===== config.mk =====
export PLATFORM = sky130hd
export DESIGN_NAME = spi_controller_flat
export DESIGN_NICKNAME = d
export VERILOG_FILES = /design/src/rtl/spi_ctrl_pkg.sv /design/src/rtl/spi_ctrl_if.sv /design/src/rtl/spi_ctrl_rx_fifo.sv /design/src/rtl/spi_controller.sv /design/src/flat_wrapper.sv
export SDC_FILE = /design/constraint.sdc
export NUM_CORES = 1
export LEC_CHECK = 0
export CAP_MARGIN = 10
export CORE_MARGIN = 1
export CORE_UTILIZATION = 45
export CTS_BUF_LIST = sky130_fd_sc_hd__clkbuf_16
export DETAILED_ROUTE_END_ITERATION = 6
export GPL_TIMING_DRIVEN = 0
export PLACE_DENSITY = 0.69
export SYNTH_ARGS = -nofsm -noshare
export SYNTH_HDL_FRONTEND = slang
export SYNTH_SLANG_ARGS = --single-unit

===== constraint.sdc =====
create_clock -name sclk -period 2.92 [get_ports sclk]
set_input_delay 0.438 -clock sclk [delete_from_list [all_inputs] [get_ports sclk]]
set_output_delay 0.438 -clock sclk [all_outputs]
set_load 0.02 [all_outputs]

===== src/rtl/spi_ctrl_pkg.sv =====
// Shared types and constants for the PSEC5 SPI initiator.
// Optional receive FIFO is enabled with SPI_CTRL_RX_FIFO_EN.
package spi_ctrl_pkg;

  localparam int ADDR_W = 8;
  localparam int BYTE_W = 8;

  // Register addresses the bench decodes specially.
  localparam logic [ADDR_W-1:0] SPECIAL_ADDR_FIRST = 8'd1;
  localparam logic [ADDR_W-1:0] SPECIAL_ADDR_LAST  = 8'd3;

  typedef enum logic [2:0] {
    IDLE,
    ADDR,
    DATA,
    GAP,
    DONE
  } state_e;

  // True in the states where the peripheral clock runs and pico carries bits.
  function automatic logic is_shifting(state_e s);
    return (s == ADDR) || (s == DATA);
  endfunction

endpackage


===== src/rtl/spi_ctrl_if.sv =====
// Parallel request/response bus between a host and spi_controller.
// rx_ready / rx_overflow exist only when SPI_CTRL_RX_FIFO_EN is defined.
interface spi_ctrl_if
  import spi_ctrl_pkg::*;
#(
  parameter int LEN_W = 6
);

  logic              start;
  logic [ADDR_W-1:0] addr;
  logic [LEN_W-1:0]  num_bytes;
  logic [BYTE_W-1:0] tx_data;
  logic              tx_ready;
  logic [BYTE_W-1:0] rx_data;
  logic              rx_valid;
  logic              busy;
  logic              done;
`ifdef SPI_CTRL_RX_FIFO_EN
  logic              rx_ready;
  logic              rx_overflow;
`endif

  modport master (
    output start, addr, num_bytes, tx_data,
`ifdef SPI_CTRL_RX_FIFO_EN
    output rx_ready,
    input  rx_overflow,
`endif
    input  tx_ready, rx_data, rx_valid, busy, done
  );

  modport slave (
    input  start, addr, num_bytes, tx_data,
`ifdef SPI_CTRL_RX_FIFO_EN
    input  rx_ready,
    output rx_overflow,
`endif
    output tx_ready, rx_data, rx_valid, busy, done
  );

endinterface


===== src/rtl/spi_ctrl_rx_fifo.sv =====
// Small synchronous FIFO buffering received bytes; used only when
// SPI_CTRL_RX_FIFO_EN is defined. A push while full succeeds only with a pop.
module spi_ctrl_rx_fifo #(
  parameter int DEPTH = 4,
  parameter int WIDTH = 8
) (
  input  logic             sclk,
  input  logic             rstn,
  input  logic             push,
  input  logic [WIDTH-1:0] din,
  input  logic             pop,
  output logic [WIDTH-1:0] dout,
  output logic             full,
  output logic             empty
);

  localparam int PTR_W = (DEPTH > 1) ? $clog2(DEPTH) : 1;
  localparam int CNT_W = $clog2(DEPTH + 1);

  logic [WIDTH-1:0] mem [DEPTH];
  logic [PTR_W-1:0] wr_ptr, rd_ptr;
  logic [CNT_W-1:0] count;
  logic             do_push, do_pop;

  function automatic logic [PTR_W-1:0] ptr_inc(logic [PTR_W-1:0] p);
    return (p == PTR_W'(DEPTH - 1)) ? '0 : p + PTR_W'(1);
  endfunction

  assign full    = (count == CNT_W'(DEPTH));
  assign empty   = (count == '0);
  assign do_pop  = pop && !empty;
  assign do_push = push && (!full || do_pop);
  assign dout    = mem[rd_ptr];

  always_ff @(posedge sclk or negedge rstn) begin
    if (!rstn) begin
      wr_ptr <= '0;
      rd_ptr <= '0;
      count  <= '0;
    end else begin
      if (do_push) wr_ptr <= ptr_inc(wr_ptr);
      if (do_pop)  rd_ptr <= ptr_inc(rd_ptr);
      case ({do_push, do_pop})
        2'b10:   count <= count + CNT_W'(1);
        2'b01:   count <= count - CNT_W'(1);
        default: count <= count;
      endcase
    end
  end

  // NOTE: storage has no reset; empty gates every read, so its contents never matter after reset.
  always_ff @(posedge sclk) begin
    if (do_push) mem[wr_ptr] <= din;
  end

endmodule


===== src/rtl/spi_controller.sv =====
// SPI initiator for the PSEC5 peripheral: address byte, data bytes, then an
// sclk-stop gap. Define SPI_CTRL_RX_FIFO_EN to buffer received bytes in a FIFO.
module spi_controller
  import spi_ctrl_pkg::*;
#(
  parameter int LEN_W      = 6,
  parameter int GAP_CYCLES = 4
`ifdef SPI_CTRL_RX_FIFO_EN
  , parameter int RX_FIFO_DEPTH = 4
`endif
) (
  input  logic       sclk,
  input  logic       rstn,
  spi_ctrl_if.slave  bus,
  output logic       pico,
  input  logic       poci,
  output logic       sclk_en
);

  localparam int GAP_W = $clog2(GAP_CYCLES + 1);

  state_e            state_q, state_d;
  logic [LEN_W-1:0]  num_q;
  logic [LEN_W-1:0]  byte_cnt;
  logic [2:0]        bit_cnt;
  logic [GAP_W-1:0]  gap_cnt;
  logic [BYTE_W-1:0] tx_shift;
  logic [BYTE_W-1:0] rx_shift;
  logic [BYTE_W-1:0] rx_byte;
  logic              byte_push;
  logic              accept;
  logic              last_bit;
  logic              last_byte;
  logic              tx_ready_int;

  assign accept    = (state_q == IDLE) && bus.start;
  assign last_bit  = (bit_cnt == 3'd7);
  assign last_byte = (({1'b0, byte_cnt} + {{LEN_W{1'b0}}, 1'b1}) == {1'b0, num_q});

  // State register
  always_ff @(posedge sclk or negedge rstn) begin
    if (!rstn) state_q <= IDLE;
    else       state_q <= state_d;
  end

  // Next-state logic
  always_comb begin
    // NOTE: default first so every path assigns state_d and no latch is inferred.
    state_d = state_q;
    case (state_q)
      IDLE: if (bus.start) state_d = ADDR;
      ADDR: if (last_bit)  state_d = (num_q == '0) ? GAP : DATA;
      DATA: if (last_bit && last_byte) state_d = GAP;
      GAP:  if (gap_cnt == GAP_W'(GAP_CYCLES - 1)) state_d = DONE;
      DONE: state_d = IDLE;
      default: state_d = IDLE;
    endcase
  end

  // Output decode; the next byte is requested at the end of the address byte
  // and at the end of every data byte that has a successor.
  always_comb begin
    tx_ready_int = 1'b0;
    bus.busy     = 1'b0;
    bus.done     = 1'b0;
    pico         = 1'b0;
    case (state_q)
      ADDR: begin
        bus.busy     = 1'b1;
        pico         = tx_shift[BYTE_W-1];
        tx_ready_int = last_bit && (num_q != '0);
      end
      DATA: begin
        bus.busy     = 1'b1;
        pico         = tx_shift[BYTE_W-1];
        tx_ready_int = last_bit && !last_byte;
      end
      GAP:     bus.busy = 1'b1;
      DONE:    bus.done = 1'b1;
      default: ;
    endcase
    bus.tx_ready = tx_ready_int;
  end

  // Datapath: shifters, counters, and the registered clock gate enable.
  always_ff @(posedge sclk or negedge rstn) begin
    if (!rstn) begin
      // NOTE: sequential state uses non-blocking assignments so every flop samples pre-edge values.
      sclk_en   <= 1'b0;
      num_q     <= '0;
      byte_cnt  <= '0;
      bit_cnt   <= '0;
      gap_cnt   <= '0;
      tx_shift  <= '0;
      rx_shift  <= '0;
      rx_byte   <= '0;
      byte_push <= 1'b0;
    end else begin
      sclk_en   <= is_shifting(state_d);
      byte_push <= (state_q == DATA) && last_bit;
      gap_cnt   <= (state_q == GAP) ? gap_cnt + GAP_W'(1) : '0;

      if (accept) begin
        tx_shift <= bus.addr;
        num_q    <= bus.num_bytes;
        bit_cnt  <= '0;
        byte_cnt <= '0;
      end else if (is_shifting(state_q)) begin
        bit_cnt  <= bit_cnt + 3'd1;
        tx_shift <= tx_ready_int ? bus.tx_data : {tx_shift[BYTE_W-2:0], 1'b0};
        if ((state_q == DATA) && last_bit) byte_cnt <= byte_cnt + LEN_W'(1);
      end

      // Address-phase poci is ignored; only data bits are captured.
      if (state_q == DATA) rx_shift <= {rx_shift[BYTE_W-2:0], poci};
      if ((state_q == DATA) && last_bit) rx_byte <= {rx_shift[BYTE_W-2:0], poci};
    end
  end

`ifdef SPI_CTRL_RX_FIFO_EN
  logic              fifo_pop;
  logic              fifo_full;
  logic              fifo_empty;
  logic [BYTE_W-1:0] fifo_dout;
  logic              rx_ovf_q;

  assign fifo_pop        = bus.rx_valid && bus.rx_ready;
  assign bus.rx_valid    = !fifo_empty;
  assign bus.rx_data     = fifo_empty ? '0 : fifo_dout;
  assign bus.rx_overflow = rx_ovf_q;

  spi_ctrl_rx_fifo #(
    .DEPTH (RX_FIFO_DEPTH),
    .WIDTH (BYTE_W)
  ) u_rx_fifo (
    .sclk  (sclk),
    .rstn  (rstn),
    .push  (byte_push),
    .din   (rx_byte),
    .pop   (fifo_pop),
    .dout  (fifo_dout),
    .full  (fifo_full),
    .empty (fifo_empty)
  );

  // Sticky until the next accepted request; a byte dropped on a full FIFO sets it.
  always_ff @(posedge sclk or negedge rstn) begin
    if (!rstn)                                      rx_ovf_q <= 1'b0;
    else if (accept)                                rx_ovf_q <= 1'b0;
    else if (byte_push && fifo_full && !fifo_pop)   rx_ovf_q <= 1'b1;
  end
`else
  assign bus.rx_valid = byte_push;
  assign bus.rx_data  = rx_byte;
`endif

endmodule


===== src/flat_wrapper.sv =====
// flat-port wrapper written by rule: the top's interface ports become plain ports
module spi_controller_flat import spi_ctrl_pkg::*;
#(
  parameter int LEN_W      = 6,
  parameter int GAP_CYCLES = 4

)
  (sclk, rstn, pico, poci, sclk_en, bus_start, bus_addr, bus_num_bytes, bus_tx_data, bus_tx_ready, bus_rx_data, bus_rx_valid, bus_busy, bus_done);
  spi_ctrl_if #(.LEN_W(LEN_W)) bus_i ();
  input  logic sclk;
  input  logic rstn;
  output logic pico;
  input  logic poci;
  output logic sclk_en;
  input wire logic [$bits(bus_i.start)-1:0] bus_start;
  input wire logic [$bits(bus_i.addr)-1:0] bus_addr;
  input wire logic [$bits(bus_i.num_bytes)-1:0] bus_num_bytes;
  input wire logic [$bits(bus_i.tx_data)-1:0] bus_tx_data;
  output wire logic [$bits(bus_i.tx_ready)-1:0] bus_tx_ready;
  output wire logic [$bits(bus_i.rx_data)-1:0] bus_rx_data;
  output wire logic [$bits(bus_i.rx_valid)-1:0] bus_rx_valid;
  output wire logic [$bits(bus_i.busy)-1:0] bus_busy;
  output wire logic [$bits(bus_i.done)-1:0] bus_done;
  assign bus_i.start = bus_start;
  assign bus_i.addr = bus_addr;
  assign bus_i.num_bytes = bus_num_bytes;
  assign bus_i.tx_data = bus_tx_data;
  assign bus_tx_ready = bus_i.tx_ready;
  assign bus_rx_data = bus_i.rx_data;
  assign bus_rx_valid = bus_i.rx_valid;
  assign bus_busy = bus_i.busy;
  assign bus_done = bus_i.done;
  spi_controller #(.LEN_W(LEN_W), .GAP_CYCLES(GAP_CYCLES)) u_core (.sclk(sclk), .rstn(rstn), .bus(bus_i), .pico(pico), .poci(poci), .sclk_en(sclk_en));
endmodule

==> run metrics, run 1 <==
Worst-path clk slew 60 ps; Main synth FF type dfrtp_1; Antenna diodes 0; CP max-delay cell dfrtp_2; num rows 26; GRT met2 Usage 32.3%; Total GRT Usage 20.5%; Via density 5.11; H-tree Lvls 2; Num CTS Buffers 5; CP endpoint bus_tx_ready; final setup fails 0; Leak 1.37 nW; IO buf count 39; fin crit period 2760 ps; total number of vias 1963; Pwr Total 3.18 mW; Initial DRC Count 82; placed inst area 0.00291 sq mm; post-synthesis sequential area ratio 47.7%; Total Wirelength 5150 um; ys async rst share 100%; reg2reg start u_core.byte_cnt[0]$_DFFE_PN0P_; critical path class flop to primary output; Cells after Synth 265; first-pass GRT wire length 8700 um; die area 0.00566 sq mm; GRT busiest layer met2; syn_area_per_cell 9.11 sq um; antenna violations before repair 0; r2r setup slk 790 ps; Die Width 75.3 um; Worst Setup Start Kind flop; Post-synth EDFFs 0; Mapped Area 0.00241 sq mm; synth unique cells 37; Final Skew 4.67 ps; worst-case reg-to-reg path depth 7; Buf+Inv Stages, Crit Path 2; share of post-route cells with drive strength above 1 12.7%; r2r endpoint u_core.tx_shift[1]$_DFFE_PN0P_; worst rel slew slack 59.3%; type of the worst min-delay path input pin to async pin; CTS sink count 46; Crit. Startpoint u_core.byte_cnt[0]$_DFFE_PN0P_; core box area 0.00514 sq mm; largest net degree at the start of global routing 33; DR WL/cell 13.4 um; Top delay family on crit path buffers and inverters; Yosys reg bits 46; P per Cell Area 1030 mW/mm^2; critical path depth in cells 6; number of global-route vias before repair 1901; Max Freq 363 MHz; initial core utilization 47.0%; Worst EP required 2480 ps; commonest non-fill, non-tap cells in the layout nand2_1, dfrtp_1, clkdlybuf4s50_1; CTS max path bufs 2; leading cell type in the layout, fill and taps excluded nand2_1; crit-path max FO 10; Setup WS pre-CTS -154 ps; Final Hold Fails 0; worst path cell trace ha_1 -> xor2_1 -> nor4_2 -> a311oi_4 -> buf_6 -> clkdlybuf4s15_1; synth-to-layout area growth 28.0%; Hold Worst Slack 42.8 ps; crit path DAT 2320 ps; setup ws final 164 ps; ANT nets after route 0; TritonCTS clock tree yes; clk_lat worst skew 290 ps; Yosys warning total 0; nets@finish 344; detailed placement HPWL 3690 um; Worst VDD drop 0.492 mV; pin slew with the least headroom to its limit 611 ps; DIE HEIGHT 75.3 um; Slew Viols, Final 0; met1 usage 28.5%; first drt pass iteration count 4; MaxCap Viol Count 0; grt ovf 0; unrepaired setup endpoints after global routing false; fin area 0.00309 sq mm; fillers 484; # IOs 40; fin crit share 94.4%; GR Util met3 4.69%; Slowest Stage Delay on Critical Path 440 ps; gp weighted congestion 0.796; crit path capture type primary output; root buffer cell clkbuf_16; Syn Nets 296; status finished clean; DRC Markers 0; CTS hold repair buffers 0
## registers in the layout, summed over array words and instances, names as in the netlist, 3 cells and up
register and cells:
u_core.rx_shift 7, u_core.bit_cnt 3, u_core.gap_cnt 3, u_core.num_q 6
u_core.state_q 3, u_core.byte_cnt 6, u_core.tx_shift 8, u_core.bus.rx_data 8
## worst register-to-register path, cell delays in order, from the launching register on
cell	delay, ps
dfrtp_2	440
ha_1	330
xor2_1	180
nor4_2	420
a311oi_4	170
buf_4	190
nor3_1	210
a211oi_2	60
## repair_timing
action	4_1_cts	5_1_grt
endpoints found under the hold margin	0	0
buffers inserted	1	0
pin swaps	1	1
setup endpoints to repair	1	3
gates resized for setup	4	4
## cell type report
cell class,count,area (sq um),area share (%)
buffer,11,52.6,1.70
inverter,6,22.5,0.729
tap,70,87.6,2.83
clock inverter,3,21.3,0.688
timing repair buffer,41,413,13.4
sequential,46,1150,37.3
clock buffer,5,125,4.05
multi-input combinational,202,1220,39.4
## where the power goes
part / internal (mW) / switching [mW] / total (mW)
Clock: 0.317 / 0.242 / 0.559
Combinational: 0.683 / 0.808 / 1.49
Sequential: 0.906 / 0.227 / 1.13
Total: 1.91 / 1.28 / 3.18
## per-layer routing
metal	vias up	routed length, um
met3	5	145
met2	23	2480
met4	0	44
met5	-	0
li1	1004	-
met1	931	2480
## stage by stage
step / utilization, % / setup TNS [ps] / instances
2_1_floorplan: - / 0 / 265
3_3_place_gp: 56.3 / -150 / 374
3_5_place_dp: 56.6 / -154 / 375
4_1_cts: 60.1 / 0 / 384
5_1_grt: 60.1 / 0 / 384
6_report: 60.1 / 0 / 384
## cell families (layout without fill, tap and decap cells)
group | after synthesis | after routing | share of synthesized area [%]
and+or+nand+nor | 126 | 126 | 23.4
AOI/OAI and AO/OA | 53 | 53 | 15.9
xor gates and xnor gates | 8 | 8 | 2.90
muxes | 10 | 10 | 4.56
adders and majority gates | 5 | 5 | 2.59
DFF | 46 | 46 | 47.7
buffers and inverters | 17 | 66 | 3.06
## worst min path at each step
| stage | end | depth (start not counted) |
|---|---|---|
| floorplan | u_core.bit_cnt[0]$_DFFE_PN0P_ | 0 |
| global placement | u_core.gap_cnt[0]$_DFF_PN0_ | 1 |
| detailed placement | u_core.rx_shift[6]$_DFFE_PN0P_ | 1 |
| CTS | u_core.rx_shift[6]$_DFFE_PN0P_ | 1 |
| global route | u_core.rx_shift[6]$_DFFE_PN0P_ | 1 |
| finish | u_core.rx_shift[6]$_DFFE_PN0P_ | 1 |
## cells in the mapped netlist (3+ instances only)
cell / n / area, sq um
nand2_1: 59 / 221
dfrtp_1: 46 / 1150
nor2_1: 32 / 120
o21ai_0: 15 / 75.1
a211oi_2: 8 / 100
a21oi_1: 8 / 40.0
clkbuf_1: 8 / 30.0
mux2_2: 8 / 90.1
o22ai_1: 7 / 43.8
inv_1: 6 / 22.5
nand3_1: 6 / 30.0
nor3_1: 6 / 30.0
ha_1: 5 / 62.6
nand2b_1: 5 / 31.3
nor2b_1: 5 / 31.3
xnor2_1: 5 / 43.8
a21o_1: 4 / 30.0
and2_1: 4 / 25.0
a221oi_1: 3 / 26.3
xor2_1: 3 / 26.3
(Power assumes the default switching activity.)
==> run 2: changes to the inputs <==
CTS_CLUSTER_DIAMETER = 150   (was unset)
==> results of run 2 <==
Final layout, timing and power as in run 1 (identical DEF).
